<file path="src/rtl/bspline_pkg.sv">
// Shared definitions for the B-spline datapath: knot count, locator FSM
// states and the clamp-flag pair that travels with each located operand.
package bspline_pkg;

  localparam int GRID_SIZE_DEF = 8;
  localparam int DEGREE_DEF    = 3;

  function automatic int num_knots(input int grid_size, input int degree);
    return grid_size + degree + 1;
  endfunction

  localparam int NUM_KNOTS = num_knots(GRID_SIZE_DEF, DEGREE_DEF);

  typedef enum logic [1:0] {
    ST_IDLE   = 2'd0,
    ST_SEARCH = 2'd1,
    ST_DIVIDE = 2'd2,
    ST_HOLD   = 2'd3
  } loc_state_e;

  typedef struct packed {
    logic unf;
    logic ovf;
  } clamp_flags_t;

endpackage

</file>
<file path="src/rtl/bspline_frac_divider.sv">
// Restoring divider producing the Q0.FRAC_WIDTH quotient (num << FRAC_WIDTH) / den.
// The start cycle already performs the first iteration; done pulses once, after the last.
module bspline_frac_divider
  import bspline_pkg::*;
#(
  parameter int DATA_WIDTH = 16,
  parameter int FRAC_WIDTH = 16
) (
  input  logic                  clk,
  input  logic                  rst_n,
  input  logic                  start_i,
  input  logic [DATA_WIDTH-1:0] num_i,
  input  logic [DATA_WIDTH-1:0] den_i,
  output logic                  busy_o,
  output logic                  done_o,
  output logic [FRAC_WIDTH-1:0] quo_o
);

  localparam int CNT_W = $clog2(FRAC_WIDTH + 1);

  logic [DATA_WIDTH-1:0] rem_q, rem_d, rem_in, den_q, den_sel;
  logic [FRAC_WIDTH-1:0] quo_q, quo_d;
  logic [CNT_W-1:0]      cnt_q;
  logic                  busy_q, done_q, sat_q;
  logic [DATA_WIDTH:0]   shifted;
  logic                  ge;

  always_comb begin
    rem_in  = start_i ? num_i : rem_q;
    den_sel = start_i ? den_i : den_q;
    shifted = {rem_in, 1'b0};
    ge      = shifted >= {1'b0, den_sel};
    rem_d   = ge ? DATA_WIDTH'(shifted - {1'b0, den_sel}) : shifted[DATA_WIDTH-1:0];
    quo_d   = start_i ? {{(FRAC_WIDTH-1){1'b0}}, ge} : {quo_q[FRAC_WIDTH-2:0], ge};
  end

  always_ff @(posedge clk or negedge rst_n) begin
    if (!rst_n) begin
      rem_q  <= '0;
      den_q  <= '0;
      quo_q  <= '0;
      cnt_q  <= '0;
      busy_q <= 1'b0;
      done_q <= 1'b0;
      sat_q  <= 1'b0;
    end else if (start_i) begin
      rem_q  <= rem_d;
      quo_q  <= quo_d;
      den_q  <= den_i;
      // A numerator not below the denominator cannot fit in a pure fraction.
      sat_q  <= num_i >= den_i;
      cnt_q  <= CNT_W'(FRAC_WIDTH - 1);
      busy_q <= 1'b1;
      done_q <= 1'b0;
    end else if (busy_q) begin
      rem_q <= rem_d;
      quo_q <= quo_d;
      cnt_q <= cnt_q - 1'b1;
      if (cnt_q == CNT_W'(1)) begin
        busy_q <= 1'b0;
        done_q <= 1'b1;
      end
    end else begin
      done_q <= 1'b0;
    end
  end

  assign busy_o = busy_q;
  assign done_o = done_q;
  assign quo_o  = sat_q ? '1 : quo_q;

endmodule

</file>
<file path="src/rtl/bspline_knot_locator.sv">
// Finds the knot span holding each sample and its normalized local coordinate.
// Optional saturating clamp counters are built when BSPLINE_LOC_CLAMP_CNT_EN is defined.
module bspline_knot_locator
  import bspline_pkg::*;
#(
  parameter int DATA_WIDTH = 16,
  parameter int GRID_SIZE  = 8,
  parameter int DEGREE     = 3,
  parameter int FRAC_WIDTH = 16,
  parameter int IDX_WIDTH  = 4
) (
  input  logic                  clk,
  input  logic                  rst_n,
  input  logic                  knot_wr_en,
  input  logic [IDX_WIDTH-1:0]  knot_wr_addr,
  input  logic [DATA_WIDTH-1:0] knot_wr_data,
  input  logic                  in_valid,
  output logic                  in_ready,
  input  logic [DATA_WIDTH-1:0] in_x,
  output logic                  out_valid,
  input  logic                  out_ready,
  output logic [DATA_WIDTH-1:0] out_x,
  output logic [IDX_WIDTH-1:0]  out_idx,
  output logic [FRAC_WIDTH-1:0] out_frac,
  output logic                  out_unf,
  output logic                  out_ovf,
  output logic [15:0]           unf_cnt,
  output logic [15:0]           ovf_cnt
);

  // valid/ready: a transfer occurs on a rising edge where both are high; the
  // producer keeps its payload stable while valid is high and ready is low.

  localparam int NUM_KNOTS_L = num_knots(GRID_SIZE, DEGREE);
  localparam logic [IDX_WIDTH-1:0] DEG_IDX  = IDX_WIDTH'(DEGREE);
  localparam logic [IDX_WIDTH-1:0] LAST_IDX = IDX_WIDTH'(GRID_SIZE - 1);

  loc_state_e            state_q;
  logic [DATA_WIDTH-1:0] knot_q [NUM_KNOTS_L];
  logic [DATA_WIDTH-1:0] x_q;
  logic [IDX_WIDTH-1:0]  ptr_q, ptr_nxt, idx_q;
  logic [FRAC_WIDTH-1:0] frac_q;
  clamp_flags_t          clamp_q;
  logic                  in_ready_q, out_valid_q;

  logic                  unf_hit, span_hit, div_start, div_busy, div_done, knot_wr_ok;
  logic [DATA_WIDTH-1:0] div_num, div_den;
  logic [FRAC_WIDTH-1:0] div_quo;

  always_comb begin
    ptr_nxt    = ptr_q + 1'b1;
    unf_hit    = (ptr_q == DEG_IDX) && (x_q < knot_q[DEG_IDX]);
    span_hit   = x_q < knot_q[ptr_nxt];
    div_start  = (state_q == ST_SEARCH) && !unf_hit && span_hit;
    div_num    = x_q - knot_q[ptr_q];
    div_den    = knot_q[ptr_nxt] - knot_q[ptr_q];
    knot_wr_ok = (state_q == ST_IDLE) && knot_wr_en &&
                 ({1'b0, knot_wr_addr} < (IDX_WIDTH+1)'(NUM_KNOTS_L));
  end

  bspline_frac_divider #(
    .DATA_WIDTH(DATA_WIDTH),
    .FRAC_WIDTH(FRAC_WIDTH)
  ) u_div (
    .clk    (clk),
    .rst_n  (rst_n),
    .start_i(div_start),
    .num_i  (div_num),
    .den_i  (div_den),
    .busy_o (div_busy),
    .done_o (div_done),
    .quo_o  (div_quo)
  );

  always_ff @(posedge clk or negedge rst_n) begin
    if (!rst_n) begin
      state_q     <= ST_IDLE;
      for (int i = 0; i < NUM_KNOTS_L; i++) knot_q[i] <= '0;
      x_q         <= '0;
      ptr_q       <= '0;
      idx_q       <= '0;
      frac_q      <= '0;
      clamp_q     <= '0;
      in_ready_q  <= 1'b1;
      out_valid_q <= 1'b0;
    end else begin
      // A write alongside an accepted sample commits first, so the search sees it.
      if (knot_wr_ok) knot_q[knot_wr_addr] <= knot_wr_data;
      case (state_q)
        ST_IDLE: begin
          if (in_valid) begin
            x_q        <= in_x;
            ptr_q      <= DEG_IDX;
            in_ready_q <= 1'b0;
            state_q    <= ST_SEARCH;
          end
        end
        ST_SEARCH: begin
          if (unf_hit) begin
            idx_q       <= DEG_IDX;
            frac_q      <= '0;
            clamp_q     <= '{unf: 1'b1, ovf: 1'b0};
            out_valid_q <= 1'b1;
            state_q     <= ST_HOLD;
          end else if (span_hit) begin
            idx_q   <= ptr_q;
            state_q <= ST_DIVIDE;
          end else if (ptr_q == LAST_IDX) begin
            idx_q       <= LAST_IDX;
            frac_q      <= '1;
            clamp_q     <= '{unf: 1'b0, ovf: 1'b1};
            out_valid_q <= 1'b1;
            state_q     <= ST_HOLD;
          end else begin
            ptr_q <= ptr_nxt;
          end
        end
        ST_DIVIDE: begin
          if (div_done && !div_busy) begin
            frac_q      <= div_quo;
            clamp_q     <= '0;
            out_valid_q <= 1'b1;
            state_q     <= ST_HOLD;
          end
        end
        ST_HOLD: begin
          if (out_ready) begin
            out_valid_q <= 1'b0;
            in_ready_q  <= 1'b1;
            state_q     <= ST_IDLE;
          end
        end
        default: state_q <= ST_IDLE;
      endcase
    end
  end

  assign in_ready  = in_ready_q;
  assign out_valid = out_valid_q;
  assign out_x     = x_q;
  assign out_idx   = idx_q;
  assign out_frac  = frac_q;
  assign out_unf   = clamp_q.unf;
  assign out_ovf   = clamp_q.ovf;

`ifdef BSPLINE_LOC_CLAMP_CNT_EN
  logic [15:0] unf_cnt_q, ovf_cnt_q;
  logic        out_hs;

  assign out_hs = out_valid_q && out_ready;

  always_ff @(posedge clk or negedge rst_n) begin
    if (!rst_n) begin
      unf_cnt_q <= '0;
      ovf_cnt_q <= '0;
    end else if (out_hs) begin
      if (clamp_q.unf && unf_cnt_q != 16'hFFFF) unf_cnt_q <= unf_cnt_q + 1'b1;
      if (clamp_q.ovf && ovf_cnt_q != 16'hFFFF) ovf_cnt_q <= ovf_cnt_q + 1'b1;
    end
  end

  assign unf_cnt = unf_cnt_q;
  assign ovf_cnt = ovf_cnt_q;
`else
  assign unf_cnt = '0;
  assign ovf_cnt = '0;
`endif

endmodule

</file>
<file path="config.mk">
export PLATFORM = sky130hd
export DESIGN_NAME = bspline_knot_locator
export DESIGN_NICKNAME = d
export VERILOG_FILES = /design/src/rtl/bspline_pkg.sv /design/src/rtl/bspline_frac_divider.sv /design/src/rtl/bspline_knot_locator.sv
export SDC_FILE = /design/constraint.sdc
export NUM_CORES = 1
export LEC_CHECK = 0
export BUFFER_PORTS_ARGS = -buffer_cell sky130_fd_sc_hd__buf_2
export CAP_MARGIN = 20
export CORE_MARGIN = 5
export CORE_UTILIZATION = 50
export DETAILED_ROUTE_END_ITERATION = 7
export PLACE_DENSITY = 0.7
export SLEW_MARGIN = 10
export SYNTH_ARGS = -nofsm -noshare
export SYNTH_HDL_FRONTEND = slang
export SYNTH_SLANG_ARGS = --single-unit
</file>
<file path="constraint.sdc">
create_clock -name clk -period 6.6 [get_ports clk]
set_input_delay 1.32 -clock clk [delete_from_list [all_inputs] [get_ports clk]]
set_output_delay 1.32 -clock clk [all_outputs]
set_load 0.05 [all_outputs]
</file>
; Word level (Yosys, flattened, before mapping)
; Cells that the tools add are included.
; W data, S select, Z words.
[op_classes]
addsub = 5
magnitude_cmp = 9
eq_ne = 16
n_mux = 60
bitwise_logic = 3
reduce_logical = 23
[ops]
columns = operator, n
row1 = $mux W16, 18
row2 = $bwmux W192, 1
row3 = $bmux W16 S4, 2
row4 = $demux W16 S4, 1
row5 = $sub A16 B16 Y16, 3
row6 = $lt A16 B16 Y1, 2
row7 = $pmux W16 S2, 1
row8 = $mux W4, 7
row9 = $mux W2, 10
row10 = $ge A17 B16 Y1, 1
row11 = $ge A16 B16 Y1, 1
row12 = $ge A5 B5 Y1 const B, 3
row13 = $not A4 Y5, 3
row14 = $mux W1, 13
row15 = $ne A2 B2 Y1 const B, 6
row16 = $mux W5, 2
row17 = $reduce_and A5 Y1, 2
row18 = $pmux W2 S4, 1
row19 = $pmux W4 S2, 1
row20 = $reduce_and A4 Y1, 2
row21 = $reduce_bool A2 Y1, 4
row22 = $logic_and A1 B1 Y1, 7
row23 = $ne A3 B2 Y1 const B, 2
row24 = $reduce_bool A3 Y1, 2
row25 = 18 further kinds, 21
[totals]
reg_bits = 294
input_bits = 41
out_inout_bits = 72
word_cells = 144

; Logic depth before layout (Yosys ltp)
; Gate-level depths: netlist of the first run.
[depth]
word_depth = 12
ltp_mapped = 33
mapped_depth_nobuf = 28

; By module
; Synthesis of the first run repeated with hierarchy kept, for this count alone.
[hier_totals]
hier_cells = 1583
area_unflattened_um2 = 18535.3
[modules_own_cells]
columns = mod, n_inst, cells_per_inst, area_per_inst_um2, seq_area_each_um2
row1 = bspline_knot_locator, 1, 1187, 14721.6, 5957.0
row2 = bspline_frac_divider, 1, 396, 3813.7, 1401.3

; Worst setup path before layout of the first run
; No wires, ideal clock.
[synth_path]
path_type = reg-to-reg
from = reg ptr_q[0]
to = reg u_div.rem_q[12]
t_arrival_ps = 6862
required_ps = 6463
slack_ps = -399
path_stages_with_launch = 29
period_less_slack_ps = 6999
cell_sequence = dfrtp_1 -> buf_4 -> buf_1 -> buf_1 -> mux4_2 -> mux2i_1 -> o21a_1 -> ha_1 -> a211oi_1 -> o21ai_0 -> or3_1 -> a211oi_2 -> o21ai_4 -> nor2_2 -> clkbuf_1 -> mux2i_1 -> ha_1 -> a21oi_1 -> inv_1 -> a21o_1 -> a21oi_1 -> o21ai_0 -> nor3_1 -> a211oi_2 -> or3_1 -> buf_2 -> buf_6 -> mux2i_1 -> a21oi_1
[synth_between]
elab_chain_len = 12
elab_cells_between_ends = 25
cone_classes = 4 x add/sub / 2 x order compare / 1 x eq/ne / 11 x mux / 2 x bitwise / 5 x reduce/logical
[synth_rtl]
columns = item, line_no
row1 = from (decl), bspline_knot_locator.sv:41  ; logic [IDX_WIDTH-1:0] ptr_q, ptr_nxt, idx_q;
row2 = from (signal assigned), bspline_knot_locator.sv:115  ; ptr_q <= ptr_nxt;
row3 = $add A4 B1 Y4, bspline_knot_locator.sv:51  ; ptr_nxt = ptr_q + 1'b1;
row4 = $not A4 Y5 (implied by the code), "bspline_knot_locator.sv:53, bspline_knot_locator.sv:56"
row5 = $bmux W16 S4, "bspline_knot_locator.sv:53, bspline_knot_locator.sv:56"
row6 = $mux W16 (implied by the code) (2 in a row), "bspline_knot_locator.sv:53, bspline_knot_locator.sv:56"
row7 = $lt A16 B16 Y1, bspline_knot_locator.sv:53  ; span_hit = x_q < knot_q[ptr_nxt];
row8 = $logic_and A1 B1 Y1, bspline_knot_locator.sv:54  ; div_start = (state_q == ST_SEARCH) && !unf_hit && span_hit;
row9 = $mux W16 (on tied branches), n/a
row10 = $sub A16 B16 Y16 or $ge A17 B16 Y1 (tied branches), "bspline_frac_divider.sv:33, bspline_frac_divider.sv:32"
row11 = $mux W16, bspline_frac_divider.sv:33  ; rem_d = ge ? DATA_WIDTH'(shifted - {1'b0, den_sel}) : shifted[DATA_WIDTH-1:0];
row12 = $mux W16, bspline_frac_divider.sv:55  ; end else if (busy_q) begin
row13 = $mux W16, bspline_frac_divider.sv:46  ; end else if (start_i) begin
row14 = to (signal assigned), bspline_frac_divider.sv:47  ; rem_q <= rem_d;
row15 = to (signal assigned), bspline_frac_divider.sv:56  ; rem_q <= rem_d;
row16 = to (decl), bspline_frac_divider.sv:21  ; logic [DATA_WIDTH-1:0] rem_q, rem_d, rem_in, den_q, den_sel;
; Several ways; a longest one is shown, not always the timed one. The select of a mux whose other input is x is not followed.
; A chain may end at the register's enable or synchronous reset.

; Final worst setup path of the first run
[layout_path]
from = reg ptr_q[1]
to = reg u_div.rem_q[6]
; The elaborated chain is that of the path after synthesis.

==> impl_results.md, run 1 <==
* Status: finished, final reports clean
* Clock buffer count from CTS at 35
* Dominant cells by area after synthesis: dfrtp_1 (40%), mux2_2 (12%), mux4_2 (12%), ha_1 (6.8%), mux2i_1 (3.6%)
* FFs w/ async S/R, synth at 100%
* Via count at ~13,000
* Post-Syn Area at about 18,000 µm²
* Pin count of the biggest net entering global routing at 145
* Wire length per cell at ~21 µm
* Hold Path End: out_frac[13]
* Hold path startpoint: out_frac[13]
* F_max at approximately 160 MHz
* Startpoint types: register
* MaxCap Viol Count at 0
* Placed cells at 2,130
* Worst-margin pin slew at roughly 1.1 ns
* Filler cells at between 3,000 and 4,000
* Final GP Congestion at around 0.9
* Ports at roughly 110
* Ratio of final minimum period to clock period at between 90% and 100%
* CP top delay family: compound AO/OA/AOI/OAI gates
* Hold path cells at 2
* Antenna viol nets, final at 0
* Core Footprint at approximately 36,000 µm²
* Synth warn at 0
* CTS sink cnt at 294
* Grt ovf at 0
* Flop2flop setup slack at 0.31 ns
* Slowest CP cell: dfrtp_4
* First-pass detailed-route iteration total at 5
* TNS Setup at 0 ns
* HPWL Detailed at between 30,000 and 40,000 µm
* Leading area contributor after synthesis: dfrtp_1
* Die area at between 40,000 and 50,000 µm²
* Die width at approximately 200 µm
* Synth Register Bits at about 290
* Clock slew at reported path FFs at ~0.06 ns
* Multi-input gate area at 10,200 µm²
* Final Hold Violating Endpoints at 0
* Data arrival, critical path at roughly 6.7 ns
* Register area share after synthesis at 40.2%
* Vias/cell at approximately 6
* Final non-filler cell total at around 2,200
* Port Buf Inserts at 80
* Worst hold slack at 0.473 ns
* Count of cell types in the netlist at 72
* # rows at 70
* Setup crit end kind: register
* DR iter-0 viols at 915
* Clock root buffer: clkbuf_16
* RSZ-0062 raised after global routing: no
* Vias in the first global route at between 10,000 and 15,000
* N_diodes at 0
* Clock skew at approximately 0.017 ns
* Worst r2r src: ptr_q[1]
* Final worst path period need at 6.29 ns
* Reg area at 7370 µm²
* Rel. slew slack at a little over a quarter
* Reg2reg path depth at 26
* CP most frequent cell: a21oi_1
* Global-route wire length before repair at roughly 73,000 µm
* CTS max path bufs at 3
* Area Growth Syn to Fin at 12.7%
* Top_reg_cell synth: dfrtp_1
* Post-synth EDFFs at 0
* Final number of setup-violating endpoints at 0
* WP buf/inv at 4
* WL final at 47,300 µm
* Post-synth top area share at between 40% and 50%
* CTS tree: yes
* Reg-to-Reg End: u_div.rem_q[6]
* Htree depth at 2
* CTS Hold Bufs at 0
* Syn avg cell area at between 10 and 15 µm²
* Crit path largest cell delay at 0.56 ns
* Gr usage total at 22.5%
* Die H at between 200 and 250 µm
* DRC viols at 0
* Initial core utilization at between 50 and 60%
* Crit path kind: reg2reg
* Worst hold path class: reg2reg
* Antenna violations before repair at 2
* Final max-slew violation count at 0
* CP required at 6.98 ns
* Clk_lat worst skew at ~0.55 ns
* Nets at 1,853
* Cells after Synth at roughly 1,600
* Crit path max fanout at 26
* Share of layout cells above drive strength 1 at roughly 29%
## sequential cells by signal, indices dropped and copies added (netlist names), 2 cells and up
signal,count
u_div.cnt_q,5
u_div.quo_q,16
out_idx,4
u_div.rem_q,16
out_frac,16
state_q,2
out_x,16
u_div.den_q,16
ptr_q,4
knot_q,192
## worst min-delay path, delay by kind of cell (launching register included)
| kind | cells | cell delay, ns |
|---|---|---|
| DFF | 1 | 0.34 |
| and+or+nand+nor | 1 | 0.05 |
| AOI/OAI and AO/OA | 1 | 0.05 |
## cell type report
type	count	area share (%)
repair buffers	135	4.90
clock buffers	51	4.89
well taps	468	2.84
clock inverters	10	0.600
multi-input cells	1156	49.5
flip-flops and latches	294	35.7
inverters	87	1.58
## routing by layer
metal  up-vias  share of wire [%]  GRT usage [%]  routed length, µm
met2       380                 49           37.6              23100
li1       6013                  -              -                  -
met1      6757                 43           30.2              20200
met3        80                5.6           3.51               2630
met5         -              0.072              0                 34
met4         4                2.7           7.62               1300
## stage by stage
stage | instance area [µm²] | util, % | setup WS [ns]
CTS | 20400 | 56.2 | 0.190
floorplan | 18400 | - | 0.0175
global placement | 19300 | 53.0 | 0.340
global route | 20600 | 56.8 | 0.000842
detailed placement | 19300 | 53.1 | 0.240
finish | 20600 | 56.8 | 0.308
## kinds of logic after synthesis
| family | count (synthesis) | share of synthesized area [%] |
|---|---|---|
| xor+xnor | 41 | 2.00 |
| other cells | 1 | 0.0205 |
| mux | 363 | 27.7 |
| compound gates | 261 | 9.17 |
| simple gates | 356 | 8.63 |
| buf+inv | 210 | 5.06 |
| fa+ha+maj | 103 | 7.16 |
| flops | 294 | 40.2 |
## what timing repair did
action / in CTS / in global routing
resized for setup: 0 / 18
setup endpoints to repair: 0 / 17
buffers inserted: 0 / 5
## cells in the mapped netlist, drive strengths merged, types with 4 or more instances
master,number
o21ai,62
mux4,95
nand3,31
a21oi,77
o41ai,5
nor2,132
o21a,26
a21boi,6
a21o,13
mux2i,66
nor3,15
o21bai,6
ha,100
o31ai,21
nand2b,12
and2,4
nor4,5
a31oi,6
mux2,202
dfrtp,293
or3,6
a211oi,10
nor2b,10
nand2,117
clkbuf,65
buf,58
xor2,11
nand4,8
xnor2,30
inv,87
## how the worst max path moves through the flow
| stage | slack, ns | endpoint | depth (start not counted) | from |
|---|---|---|---|---|
| after CTS | 0.19 | u_div.rem_q[6] | 28 | ptr_q[0] |
| after global routing | 0.0008 | u_div.rem_q[6] | 24 | ptr_q[1] |
| after global placement | 0.34 | u_div.rem_q[4] | 28 | ptr_q[0] |
| after detailed placement | 0.24 | u_div.rem_q[2] | 26 | ptr_q[0] |
| final | 0.31 | u_div.rem_q[6] | 26 | ptr_q[1] |
| after floorplan | 0.02 | u_div.rem_q[12] | 28 | ptr_q[0] |
## cells in the final DEF (no fill, tap or decap), drive strengths merged, types with 11 or more instances in the layout
cell type / n
inv: 88
a21oi: 77
a21o: 13
nor3: 15
xnor2: 30
clkbuf: 55
nand2b: 12
mux2i: 66
nor2: 132
o21ai: 62
o31ai: 21
conb: 32
mux4: 95
nand2: 117
buf: 131
nand3: 31
ha: 100
o21a: 26
dfrtp: 293
xor2: 11
mux2: 202
Power of run 1 is not shown: default switching activity piles up to over one toggle a cycle in this logic, so the estimate is an artifact.
==> run 2, diff against run 1 <==
--- a/config.mk
+++ b/config.mk
@@ -7,6 +7,7 @@
 export LEC_CHECK = 0
 export BUFFER_PORTS_ARGS = -buffer_cell sky130_fd_sc_hd__buf_2
 export CAP_MARGIN = 20
+export CORE_ASPECT_RATIO = 1.4
 export CORE_MARGIN = 5
 export CORE_UTILIZATION = 50
 export DETAILED_ROUTE_END_ITERATION = 7
==> run 2 against run 1 <==
Die area increased by 0.13%. Maximum frequency increased by 0.44%. Setup slack improved by 0.028 ns. Count of clock-buffer cells in the layout decreased by 12. Final cell count increased by 0.18%. Non-clock buffer count increased by 14.
==> impl_results.md, run 2 (synthesis results as in run 1) <==
* Status: finished, final reports clean (unchanged)
* HPWL Detailed at 32,000 µm (was 31,900 µm)
* GR Layer Usage met3 at 2.88% (was 3.51%)
* Filler cells at 2,992 (was 3,049)
* Port Buf Inserts at 80 (unchanged)
* DR iter-0 viols at 802 (was 915)
* Area Growth Syn to Fin at 12.5% (was 12.7%)
* CTS tree: yes (unchanged)
* Final GP Congestion at 0.931 (was 0.902)
* Wire length per cell at 21.0 µm (was 21.5 µm)
* Clock slew at reported path FFs at 0.07 ns (was 0.06 ns)
* Ports at 113 (unchanged)
* Worst hold path class: reg2reg (unchanged)
* Top reg by flops: knot_q (unchanged)
* Fin area at 20,600 µm² (about the same)
* Startpoint types: register (unchanged)
* DRC viols at 0 (unchanged)
* Rel. slew slack at 25.2% (was 26.2%)
* Core Footprint at 36,500 µm² (was 36,300 µm²)
* Crit path largest cell delay at 0.55 ns (was 0.56 ns)
* Data arrival, critical path at 6.67 ns (about the same)
* # rows at 83 (was 70)
* Multi-input gate area at 10,200 µm² (unchanged)
* Clock buffer count from CTS at 29 (was 35)
* Crit path max fanout at 12 (was 26)
* Htree depth at 1 (was 2)
* Die width at 172 µm (was 201 µm)
* F_max at 160 MHz (was 159 MHz)
* Share of layout cells above drive strength 1 at 29.7% (was 29.1%)
* Reg area at 7370 µm² (about the same)
* Worst-margin pin slew at 1.12 ns (was 1.11 ns)
* Antenna viol nets, final at 0 (unchanged)
* Setup crit end kind: register (unchanged)
* Global-route wire length before repair at 72,200 µm (was 73,300 µm)
* Via count at 13,142 (was 13,234)
* Commonest non-fill, non-tap cell in the layout: dfrtp_1 (unchanged)
* Gr usage total at 22.2% (was 22.5%)
* Most Used Layer, Global Route: met2 (unchanged)
* Initial core utilization at 50.2% (was 50.4%)
* Crit path kind: reg2reg (unchanged)
* Slowest CP cell: dfrtp_4 (unchanged)
* MaxCap Viol Count at 0 (unchanged)
* CP most frequent cell: a21oi_1 (unchanged)
* Final Hold Violating Endpoints at 0 (unchanged)
* Clk_lat worst skew at 0.56 ns (was 0.55 ns)
* CTS max path bufs at 3 (unchanged)
* Max reg flops at 192 (unchanged)
* Grt ovf at 0 (unchanged)
* Clock skew at 0.0155 ns (was 0.0171 ns)
* Clock root buffer: clkbuf_16 (unchanged)
* CP required at 7.00 ns (was 6.98 ns)
* Ratio of final minimum period to clock period at 94.9% (was 95.3%)
* Die H at 236 µm (was 201 µm)
* Vias in the first global route at 13,413 (was 13,294)
* Pin count of the biggest net entering global routing at 178 (was 145)
* Commonest cells after routing, fill and taps aside: dfrtp_1 (291), mux2_2 (199), nor2_1 (130), nand2_1 (117), ha_1 (98) (was dfrtp_1 (290), mux2_2 (199), nor2_1 (131), nand2_1 (117), ha_1 (99))
* M1 GR Usage at 26.9% (was 30.2%)
* TNS Setup at 0 ns (unchanged)
* Nets at 1,861 (was 1,853)
* Vias/cell at 5.96 (was 6.01)
* CTS Hold Bufs at 0 (unchanged)
* CTS sink cnt at 294 (unchanged)
* Final number of setup-violating endpoints at 0 (unchanged)
* N_diodes at 0 (unchanged)
* WL final at 46,400 µm (was 47,300 µm)
* Post-DP Area at 19,400 µm² (was 19,300 µm²)
* Die area at 40,600 µm² (was 40,500 µm²)
* Antenna violations before repair at 3 (was 2)
* Final worst path period need at 6.26 ns (was 6.29 ns)
* Final max-slew violation count at 0 (unchanged)
* First-pass detailed-route iteration total at 5 (unchanged)
* GRT met2 Usage at 40.3% (was 37.6%)
run 2: cell count changes in the layout (fill, tap and decap cells not counted), sizes merged:
cell and change:
buf +14, inv -1, bufinv +2, clkbuf -12
clkinv +2
run 2: cell type report:
| cell class | count | area share, % |
|---|---|---|
| well taps | 467 | 2.84 |
| clock inverters | 13 | 0.881 |
| multi-input cells | 1156 | 49.6 |
| repair buffers | 149 | 5.44 |
| inverters | 87 | 1.59 |
| clock buffers | 39 | 3.90 |
| flip-flops and latches | 294 | 35.8 |
run 2: critical path: cells and delay by family (launching register included):
kind            cells  cell delay (ns)
simple gates        4             0.64
buf+inv             4             0.46
flops               1             0.55
mux                 3             0.85
xor+xnor            1             0.10
fa+ha+maj           4             1.35
compound gates     12             2.17
run 2: repair_timing:
action | in CTS | in global routing
gates resized for setup | 0 | 17
setup endpoints to repair | 0 | 17
hold endpoints to repair | 0 | 0
buffers inserted | 0 | 1
run 2: metal layers:
metal / wire, µm / part of all wire (%)
met5: 35 / 0.075
met4: 1750 / 3.8
met3: 2390 / 5.1
met2: 24400 / 53
met1: 17800 / 38
run 2: through the flow:
stage / hold slack (ns) / util (%) / cells / worst slack [ns]
finish: 0.468 / 56.5 / 2205 / 0.335
floorplan: 0.440 / - / 1660 / 0.0175
detailed placement: 0.462 / 53.2 / 2146 / 0.169
CTS: 0.476 / 55.9 / 2198 / 0.108
global route: 0.493 / 56.5 / 2205 / -0.0615
global placement: 0.456 / 53.2 / 2146 / 0.212
run 2: path summary, 6_finish.rpt:
path	startpoint	endpoint	slack, ns	cells after the start
worst max-delay path	ptr_q[0]	u_div.rem_q[8]	0.34	28
worst min-delay path	out_frac[10]	out_frac[10]	0.47	2
worst max register to register	ptr_q[0]	u_div.rem_q[8]	0.34	28
worst min register to register	out_frac[10]	out_frac[10]	0.47	2
max in group asynchronous	rst_n	knot_q[186]	4.53	2
min in group asynchronous	rst_n	out_frac[7]	0.68	1
Power of run 2 is left out for the same reason.
